==> src/rtl/sign_mag_pkg.sv <==
// sign_mag_pkg: shared types and helpers for the serial sign-magnitude add/sub
//   state_e     - control FSM states
//   calc_n()    - number of digit cycles per pass, (WIDTH-1)/DIGIT
//   eff_sub_f() - effective operation: 1 when magnitudes must be subtracted
package sign_mag_pkg;

    typedef enum logic [1:0] {IDLE, CALC, FIX, DONE} state_e;

    function automatic int calc_n(input int width, input int digit);
        return (width - 1) / digit;
    endfunction

    function automatic logic eff_sub_f(input logic sign_a, input logic sign_b, input logic add_sub);
        return sign_a ^ sign_b ^ add_sub;
    endfunction

endpackage

==> src/rtl/digit_adder.sv <==
// digit_adder: DIGIT-bit adder with carry in/out
//   i_a, i_b - addend digits
//   i_cin    - carry in
//   o_sum    - sum digit
//   o_cout   - carry out
module digit_adder #(
    parameter int DIGIT = 1
) (
    input  logic [DIGIT-1:0] i_a,
    input  logic [DIGIT-1:0] i_b,
    input  logic             i_cin,
    output logic [DIGIT-1:0] o_sum,
    output logic             o_cout
);

    assign {o_cout, o_sum} = {1'b0, i_a} + {1'b0, i_b} + {{DIGIT{1'b0}}, i_cin};

endmodule

==> src/rtl/sign_mag_serial_addsub.sv <==
// sign_mag_serial_addsub: multi-cycle sign-magnitude adder/subtractor, DIGIT bits per cycle
//   clk, rst_n          - clock, asynchronous active-low reset
//   in_valid/in_ready   - operand handshake (ready only in IDLE)
//   a, b, add_sub       - sign-magnitude operands, 0 = A+B, 1 = A-B
//   out_valid/out_ready - result handshake (result held until accepted)
//   result, overflow    - sign-magnitude result, lost magnitude carry on effective add
//   busy                - high while an operation is in flight
module sign_mag_serial_addsub
    import sign_mag_pkg::*;
#(
    parameter int WIDTH = 8,
    parameter int DIGIT = 1
) (
    input  logic             clk,
    input  logic             rst_n,
    input  logic             in_valid,
    output logic             in_ready,
    input  logic [WIDTH-1:0] a,
    input  logic [WIDTH-1:0] b,
    input  logic             add_sub,
    output logic             out_valid,
    input  logic             out_ready,
    output logic [WIDTH-1:0] result,
    output logic             overflow,
    output logic             busy
);

    localparam int MAG_W = WIDTH - 1;
    localparam int N     = calc_n(WIDTH, DIGIT);
    localparam int CNT_W = $clog2(N + 1);
    localparam logic [CNT_W-1:0] LAST = CNT_W'(N - 1);

    state_e           r_state;
    logic [MAG_W-1:0] r_a_mag;
    logic [MAG_W-1:0] r_b_mag;
    logic [MAG_W-1:0] r_acc;
    logic [CNT_W-1:0] r_cnt;
    logic             r_a_sign;
    logic             r_eff_sub;
    logic             r_carry;
    logic             r_fixed;
    logic             r_out_valid;
    logic [WIDTH-1:0] r_result;
    logic             r_overflow;

    logic [DIGIT-1:0]       w_add_a;
    logic [DIGIT-1:0]       w_add_b;
    logic [DIGIT-1:0]       w_sum;
    logic                   w_cout;
    logic [MAG_W+DIGIT-1:0] w_shift;
    logic [MAG_W-1:0]       w_acc_next;
    logic                   w_eff_sub;
    logic                   w_sign;

    // One adder serves both passes: CALC adds operand digits, FIX adds 1 to the inverted accumulator digit
    assign w_add_a = (r_state == FIX) ? ~r_acc[DIGIT-1:0] : r_a_mag[DIGIT-1:0];
    assign w_add_b = (r_state == FIX) ? '0 :
                     r_eff_sub ? ~r_b_mag[DIGIT-1:0] : r_b_mag[DIGIT-1:0];

    digit_adder #(.DIGIT(DIGIT)) u_digit_adder (
        .i_a   (w_add_a),
        .i_b   (w_add_b),
        .i_cin (r_carry),
        .o_sum (w_sum),
        .o_cout(w_cout)
    );

    // Accumulator is a shift register: the new digit enters at the top and the
    // lowest digit is consumed, so after N steps every digit is back in place
    assign w_shift    = {w_sum, r_acc};
    assign w_acc_next = w_shift[MAG_W+DIGIT-1:DIGIT];
    assign w_eff_sub  = eff_sub_f(a[WIDTH-1], b[WIDTH-1], add_sub);
    // A complemented result takes the opposite sign; a zero magnitude is always positive
    assign w_sign     = (|r_acc) & (r_fixed ? ~r_a_sign : r_a_sign);

    assign in_ready  = (r_state == IDLE);
    assign busy      = (r_state != IDLE);
    assign out_valid = r_out_valid;
    assign result    = r_result;
    assign overflow  = r_overflow;

    always_ff @(posedge clk or negedge rst_n) begin
        if (!rst_n) begin
            r_state     <= IDLE;
            r_a_mag     <= '0;
            r_b_mag     <= '0;
            r_acc       <= '0;
            r_cnt       <= '0;
            r_a_sign    <= 1'b0;
            r_eff_sub   <= 1'b0;
            r_carry     <= 1'b0;
            r_fixed     <= 1'b0;
            r_out_valid <= 1'b0;
            r_result    <= '0;
            r_overflow  <= 1'b0;
        end else begin
            case (r_state)
                IDLE: if (in_valid) begin
                    r_a_mag   <= a[MAG_W-1:0];
                    r_b_mag   <= b[MAG_W-1:0];
                    r_a_sign  <= a[WIDTH-1];
                    r_eff_sub <= w_eff_sub;
                    r_carry   <= w_eff_sub;
                    r_acc     <= '0;
                    r_cnt     <= '0;
                    r_fixed   <= 1'b0;
                    r_state   <= CALC;
                end
                CALC: begin
                    r_a_mag <= r_a_mag >> DIGIT;
                    r_b_mag <= r_b_mag >> DIGIT;
                    r_acc   <= w_acc_next;
                    r_carry <= w_cout;
                    r_cnt   <= r_cnt + CNT_W'(1);
                    if (r_cnt == LAST) begin
                        r_cnt <= '0;
                        // No carry out of A + ~B + 1 means |A| < |B|: negate the difference
                        if (r_eff_sub && !w_cout) begin
                            r_state <= FIX;
                            r_carry <= 1'b1;
                            r_fixed <= 1'b1;
                        end else begin
                            r_state <= DONE;
                        end
                    end
                end
                FIX: begin
                    r_acc   <= w_acc_next;
                    r_carry <= w_cout;
                    r_cnt   <= r_cnt + CNT_W'(1);
                    if (r_cnt == LAST) begin
                        r_cnt   <= '0;
                        r_state <= DONE;
                    end
                end
                DONE: begin
                    if (!r_out_valid) begin
                        r_out_valid <= 1'b1;
                        r_result    <= {w_sign, r_acc};
                        r_overflow  <= !r_eff_sub && r_carry;
                    end else if (out_ready) begin
                        r_out_valid <= 1'b0;
                        r_state     <= IDLE;
                    end
                end
                default: r_state <= IDLE;
            endcase
        end
    end

endmodule

==> config.mk <==
export PLATFORM = sky130hd
export DESIGN_NAME = sign_mag_serial_addsub
export DESIGN_NICKNAME = d
export VERILOG_FILES = /design/src/rtl/sign_mag_pkg.sv /design/src/rtl/digit_adder.sv /design/src/rtl/sign_mag_serial_addsub.sv
export SDC_FILE = /design/constraint.sdc
export NUM_CORES = 1
export LEC_CHECK = 0
export CAP_MARGIN = 20
export CELL_PAD_IN_SITES_DETAIL_PLACEMENT = 2
export CELL_PAD_IN_SITES_GLOBAL_PLACEMENT = 2
export CORE_MARGIN = 1.5
export CORE_UTILIZATION = 36
export DETAILED_ROUTE_END_ITERATION = 12
export MAX_ROUTING_LAYER = met4
export PLACE_DENSITY_LB_ADDON = 0.1
export SKIP_LAST_GASP = 1
export SYNTH_ARGS = -nofsm -noshare
export SYNTH_HDL_FRONTEND = slang
export SYNTH_SLANG_ARGS = --single-unit
==> constraint.sdc <==
create_clock -name clk -period 4.1 [get_ports clk]
set_input_delay 0.615 -clock clk [delete_from_list [all_inputs] [get_ports clk]]
set_output_delay 0.615 -clock clk [all_outputs]
set_load 0.05 [all_outputs]
Yosys cells after proc, flatten, opt, wreduce, memory -nomap -nowiden
Index checks and enable logic that the tools add are counted.
Storage, ports and cells
  register bits: 40
  output and inout port bits: 12
  bits of input ports: 21
  word-level logic and storage cells: 80
Operators by class
  eq/ne operators: 10
  bitwise gates (word level): 7
  $add $sub $neg: 3
  reduce and logical (&&, ||, !) cells: 18
  muxes and demuxes: 30
Operators with widths (number)
  $pmux 7 s2: 3
  $mux 7: 3
  $mux 1: 13
  $mux 2: 5
  $ne 2x2->1 const B: 5
  $reduce_and 2->1: 5
  $pmux 2 s4: 1
  $reduce_or 7->1: 1
  $mux 3: 2
  $pmux 3 s2: 1
  $reduce_bool 2->1: 3
  $reduce_and 5->1: 1
  $eq 2x2->1 const B: 2
  $not 1->1: 4
  $reduce_and 4->1: 1
  $add 3x1->3 const B: 1
  $eq 3x3->1 const B: 1
  $pmux 1 s3: 1
  $reduce_bool 3->1: 1
  $add 1x1->2: 1
  $add 2x1->2: 1
  $eq 2x1->1 const B: 1
  $logic_and 1x1->1: 2
  $logic_not 1->1: 2
  other kinds (6): 7

Depth between registers and ports, before layout
  word-level depth: 10
  gate-level depth with buffers: 9
  gate-level depth less buffers: 9

Cells and area by module
A second synthesis with hierarchy kept.
Unflattened totals
  cell total of the unflattened synthesis: 167
  area, all modules: 1915.6 µm²
By module, submodules not included
  sign_mag_serial_addsub: sequential area each 1001.0 µm², instances 1, area each 1895.6 µm², cells each 166
  digit_adder: sequential area each 0.0 µm², instances 1, area each 20.0 µm², cells each 1

Worst setup path before layout
Ideal clock, no wire load.
  path type: reg2reg
  start: register r_state[0]
  end: register r_a_mag[4]
  period minus slack after synthesis: 2273 ps
  required time: 3973 ps
  path slack: 1827 ps
  setup time: 127 ps
  arrival time: 2145 ps
  cell stages (with the launch flop): 7
  buffers on the path: 1
  cell sequence: dfrtp_1 inv_1 ha_1 inv_1 a21boi_1 buf_2 o21ai_0
Between the ends
  word-level cells in the longest chain between the ends: 3
  elaborated cells between the ends (all ways): 6
  classes of those cells: eq/ne (2); mux (1); reduce/logical (3)
Ends and longest elaborated chain
  from (decl): line sign_mag_serial_addsub.sv:33  | state_e r_state;
  from (signal assigned): line sign_mag_serial_addsub.sv:84  | r_state <= IDLE;
  from (signal assigned): line sign_mag_serial_addsub.sv:107  | r_state <= CALC;
  from (signal assigned): line sign_mag_serial_addsub.sv:119  | r_state <= FIX;
  $logic_not 2->1 *
  via in_ready: line sign_mag_serial_addsub.sv:17  | output logic in_ready,
  $ne 2x2->1 (no source line) / $reduce_bool 2->1 (equally long branches)
  $reduce_and 2->1 (no source line)
  to (signal assigned): line sign_mag_serial_addsub.sv:99  | r_a_mag <= a[MAG_W-1:0];
  to (signal assigned): line sign_mag_serial_addsub.sv:110  | r_a_mag <= r_a_mag >> DIGIT;
  to (decl): line sign_mag_serial_addsub.sv:34  | logic [MAG_W-1:0] r_a_mag;
Mark *: on every way through the listed nets, which the timed path passes. The rest lies on a longest branch.
A chain may end at the register's enable or synchronous reset.

Final worst setup path
  start: register r_state[0]
  end: output busy
Between the ends
  word-level cells in the longest chain between the ends: 1
Ends and longest elaborated chain
  $reduce_bool 2->1: line sign_mag_serial_addsub.sv:77  | assign busy = (r_state != IDLE);
  to (decl): line sign_mag_serial_addsub.sv:25  | output logic busy
No other way between the ends.

==> impl_metrics.sql <==
INSERT INTO impl_metrics (metric_group, metric, value, unit) VALUES
('status', 'status', 'completed', ''),
('sta', 'slew_headroom', '0.374', ''),
('setup_path', 'worst_reg_to_reg_path_cell_count', '6', ''),
('synth', 'synth_area_leader_cell', 'sky130_fd_sc_hd__dfrtp_1', ''),
('clocking', 'cts_hold_buf', '0', ''),
('setup_path', 'crit_path_cell_trace', 'inv_1 -> ha_1 -> inv_1 -> clkdlybuf4s50_1', ''),
('sta', 'final.setup.worst_slack', '1.34', 'ns'),
('pwr', 'leakagePower', '1.06', 'nW'),
('setup_path', 'r2r-end', 'r_state[0]', ''),
('pwr', 'total_switching_power', '0.000895', 'W'),
('pwr', 'p_sw_frac', '0.438', ''),
('placement', 'detailedPlace.worstSlack', '1.67', 'ns'),
('clocking', 'clock_tree.htree_level_count', '2', ''),
('die', 'initial_core_util', '0.372', ''),
('synth', 'muxShareOfSynthArea', '0.122', ''),
('drt', 'initialDrtViolationCount', '43', ''),
('synth', 'share_of_synthesized_cell_area_in_and_or_nand_and_nor_gates', '0.105', ''),
('clocking', 'tritoncts_num_sinks', '40', ''),
('global_routing', 'grt_remaining_overflow', '0', ''),
('layout', 'layout-area-overhead-vs-synth', '24.6', '%'),
('clocking', 'clkLatencyLatePin', '0.29', 'ns'),
('placement', 'port_buffers', '32', ''),
('worst_hold_path', 'min_path_type', 'primary input to async pin', ''),
('pwr', 'power_report.internal_total', '0.00115', 'W'),
('synth', 'synth_compound_area_frac', '0.157', ''),
('layout', 'multi_input_gate_area_in_the_final_layout', '835', 'sq um'),
('synth', 'yosysSeqAreaShare', '0.527', ''),
('setup_path', 'r2r_slack', '1.86', 'ns'),
('setup_path', 'critical_path.startpoint_type', 'flip-flop', ''),
('global_routing', 'grt_start_max_net_pins', '41', ''),
('drt', 'avgViaCountPerCell', '5.10', ''),
('synth', 'syn-instance-count', '172', ''),
('synth', 'synthAdderAreaFrac', '0.0369', ''),
('drt', 'total_wirelength', '4.47', 'mm'),
('synth', 'synth_xor_xnor_area_share', '0.0184', ''),
('sta', 'timing.setup.tns', '0', 'ns'),
('global_routing', 'track_usage', '0.185', ''),
('die', 'fp.coreArea', '5110', 'sq um'),
('setup_path', 'critical_path_peak_fanout', '9', ''),
('clocking', 'cts-resized-gates', '0', ''),
('clocking', 'clk_pin_slew_worst_setup_hold_paths', '0.07', 'ns'),
('layout', 'final_cell_mix', '40 x sky130_fd_sc_hd__dfrtp_1, 31 x sky130_fd_sc_hd__clkdlybuf4s50_1, 24 x sky130_fd_sc_hd__nand2_1, 19 x sky130_fd_sc_hd__o21ai_0, 12 x sky130_fd_sc_hd__mux2i_1', ''),
('layout', 'antenna_cells', '0', ''),
('setup_path', 'worst-endpoint-arrival', '2.15', 'ns'),
('setup_path', 'timing.critical_path.from', 'r_state[0]', ''),
('layout', 'fillerInstances', '547', ''),
('setup_path', 'crit_path_top_delay_cell', 'sky130_fd_sc_hd__clkdlybuf4s50_1', ''),
('setup_path', 'critical_path.top_delay_family', 'buffers and inverters', ''),
('global_routing', 'grt_pass1_vias', '1558', ''),
('setup_path', 'critical_path.endpoint_type', 'output port', ''),
('sta', 'final.min_clock_period', '2.76', 'ns'),
('pwr', 'share_of_total_power_in_the_clock_network', '0.137', ''),
('synth', 'synthesis.area_per_instance', '11.0', 'sq um'),
('drt', 'dr_wl_cell', '16.2', 'microns'),
('synth', 'dominant_combinational_cell_family_by_area_after_synthesis', 'compound AO/OA/AOI/OAI gates', ''),
('synth', 'synth.yosys.warnings', '0', ''),
('setup_path', 'timing.critical_path.mode_cell', 'sky130_fd_sc_hd__inv_1', ''),
('run', 'drv.max_cap_violation_count', '0', ''),
('drt', 'antenna_violating_nets_post_route', '0', ''),
('setup_path', 'critical_path_class', 'flip-flop to output port', ''),
('sta', 'layout_worst_path_cycle_share', '0.673', ''),
('synth', 'cell_area_synth', '1900', 'sq um'),
('sta', 'final.setup_skew', '0.00370', 'ns'),
('placement', 'globalplace.congestion', '0.720', ''),
('sta', 'hold_viol_final', '0', ''),
('die', 'floorplan.die.height', '75.7', 'microns'),
('sta', 'timing_worst_slew_pin_value', '0.938', 'ns'),
('sta', 'rsz0062_at_grt', 'false', ''),
('sta', 'slew_viol_final', '0', ''),
('sta', 'fmax', '362', 'MHz'),
('drt', 'drt_first_pass_iters', '3', '');
[power groups by stage]
stage	registers [W]	clock network, W	logic (W)
2_1_floorplan	0.000793	0	0.000677
3_3_place_gp	0.000690	0	0.00102
3_5_place_dp	0.000706	0	0.00108
4_1_cts	0.000699	0.000294	0.00109
5_1_grt	0.000724	0.000309	0.00118
6_report	0.000696	0.000280	0.00107
[Yosys cell counts]
master,count
sky130_fd_sc_hd__a21boi_1,1
sky130_fd_sc_hd__a21oi_1,5
sky130_fd_sc_hd__a221oi_4,1
sky130_fd_sc_hd__a22o_1,10
sky130_fd_sc_hd__a31oi_1,2
sky130_fd_sc_hd__and2_1,1
sky130_fd_sc_hd__and3_1,2
sky130_fd_sc_hd__buf_2,4
sky130_fd_sc_hd__buf_6,1
sky130_fd_sc_hd__clkbuf_1,2
sky130_fd_sc_hd__dfrtp_1,40
sky130_fd_sc_hd__fa_1,1
sky130_fd_sc_hd__ha_1,4
sky130_fd_sc_hd__inv_1,7
sky130_fd_sc_hd__mux2_2,10
sky130_fd_sc_hd__mux2i_1,12
sky130_fd_sc_hd__nand2_1,24
sky130_fd_sc_hd__nand2b_1,5
sky130_fd_sc_hd__nand3b_1,1
sky130_fd_sc_hd__nor2_1,6
sky130_fd_sc_hd__nor2b_1,2
sky130_fd_sc_hd__o211ai_1,1
sky130_fd_sc_hd__o21ai_0,19
sky130_fd_sc_hd__o21ai_1,1
sky130_fd_sc_hd__o22a_1,1
sky130_fd_sc_hd__o22ai_1,1
sky130_fd_sc_hd__o31ai_1,1
sky130_fd_sc_hd__o41ai_1,1
sky130_fd_sc_hd__or2_4,1
sky130_fd_sc_hd__or4_1,1
sky130_fd_sc_hd__xnor2_1,2
sky130_fd_sc_hd__xor2_1,2
[registers in the layout, summed over array words and instances (netlist names), 2 cells and up]
signal / count
result: 8
r_a_mag: 7
r_acc: 7
r_b_mag: 7
r_cnt: 3
r_state: 2
[worst max-delay path by stage]
stage	endpoint	depth (start not counted)
floorplan	r_a_mag[4]	6
global placement	busy	4
detailed placement	busy	4
CTS	busy	4
global route	busy	4
finish	busy	4
[per-layer routing]
metal,track usage,part of all wire,up-vias
li1,-,-,662
met4,0.0675,0.011,0
met3,0.0437,0.031,5
met5,-,0,-
met1,0.203,0.41,707
met2,0.327,0.55,29
[final cells by class]
cell class                      count  share of cell area
Clock buffer                        7              0.0407
Inverter                            7              0.0111
Multi-Input combinational cell    118               0.352
Sequential cell                    40               0.423
Tap cell                           70              0.0370
Timing Repair Buffer               33               0.136
[worst register-to-register path: stages (launching register included)]
cell and delay (ns):
sky130_fd_sc_hd__dfrtp_1 0.41, sky130_fd_sc_hd__inv_1 0.10, sky130_fd_sc_hd__ha_1 0.51, sky130_fd_sc_hd__or2_4 0.40, sky130_fd_sc_hd__a221oi_4 0.35, sky130_fd_sc_hd__a31oi_1 0.16
sky130_fd_sc_hd__o22a_1 0.19
[per-stage QoR]
| step | power, W | util | area [sq um] | cells |
|---|---|---|---|---|
| after floorplan | 0.00147 | - | 1900 | 172 |
| after global placement | 0.00171 | 0.445 | 2270 | 268 |
| after detailed placement | 0.00178 | 0.445 | 2270 | 268 |
| after CTS | 0.00208 | 0.464 | 2370 | 275 |
| after global routing | 0.00221 | 0.464 | 2370 | 275 |
| final | 0.00204 | 0.464 | 2370 | 275 |
[logic make-up (layout without fill, tap and decap cells)]
| kind of cell | count (synthesis) | after routing |
|---|---|---|
| multiplexers | 22 | 22 |
| flip-flops | 40 | 40 |
| AND/OR/NAND/NOR | 43 | 43 |
| adder cells (fa/ha/maj) | 5 | 5 |
| AO/OA/AOI/OAI | 44 | 44 |
| XOR/XNOR | 4 | 4 |
| buffers and inverters | 14 | 47 |
Power figures use the tool's default switching activity.
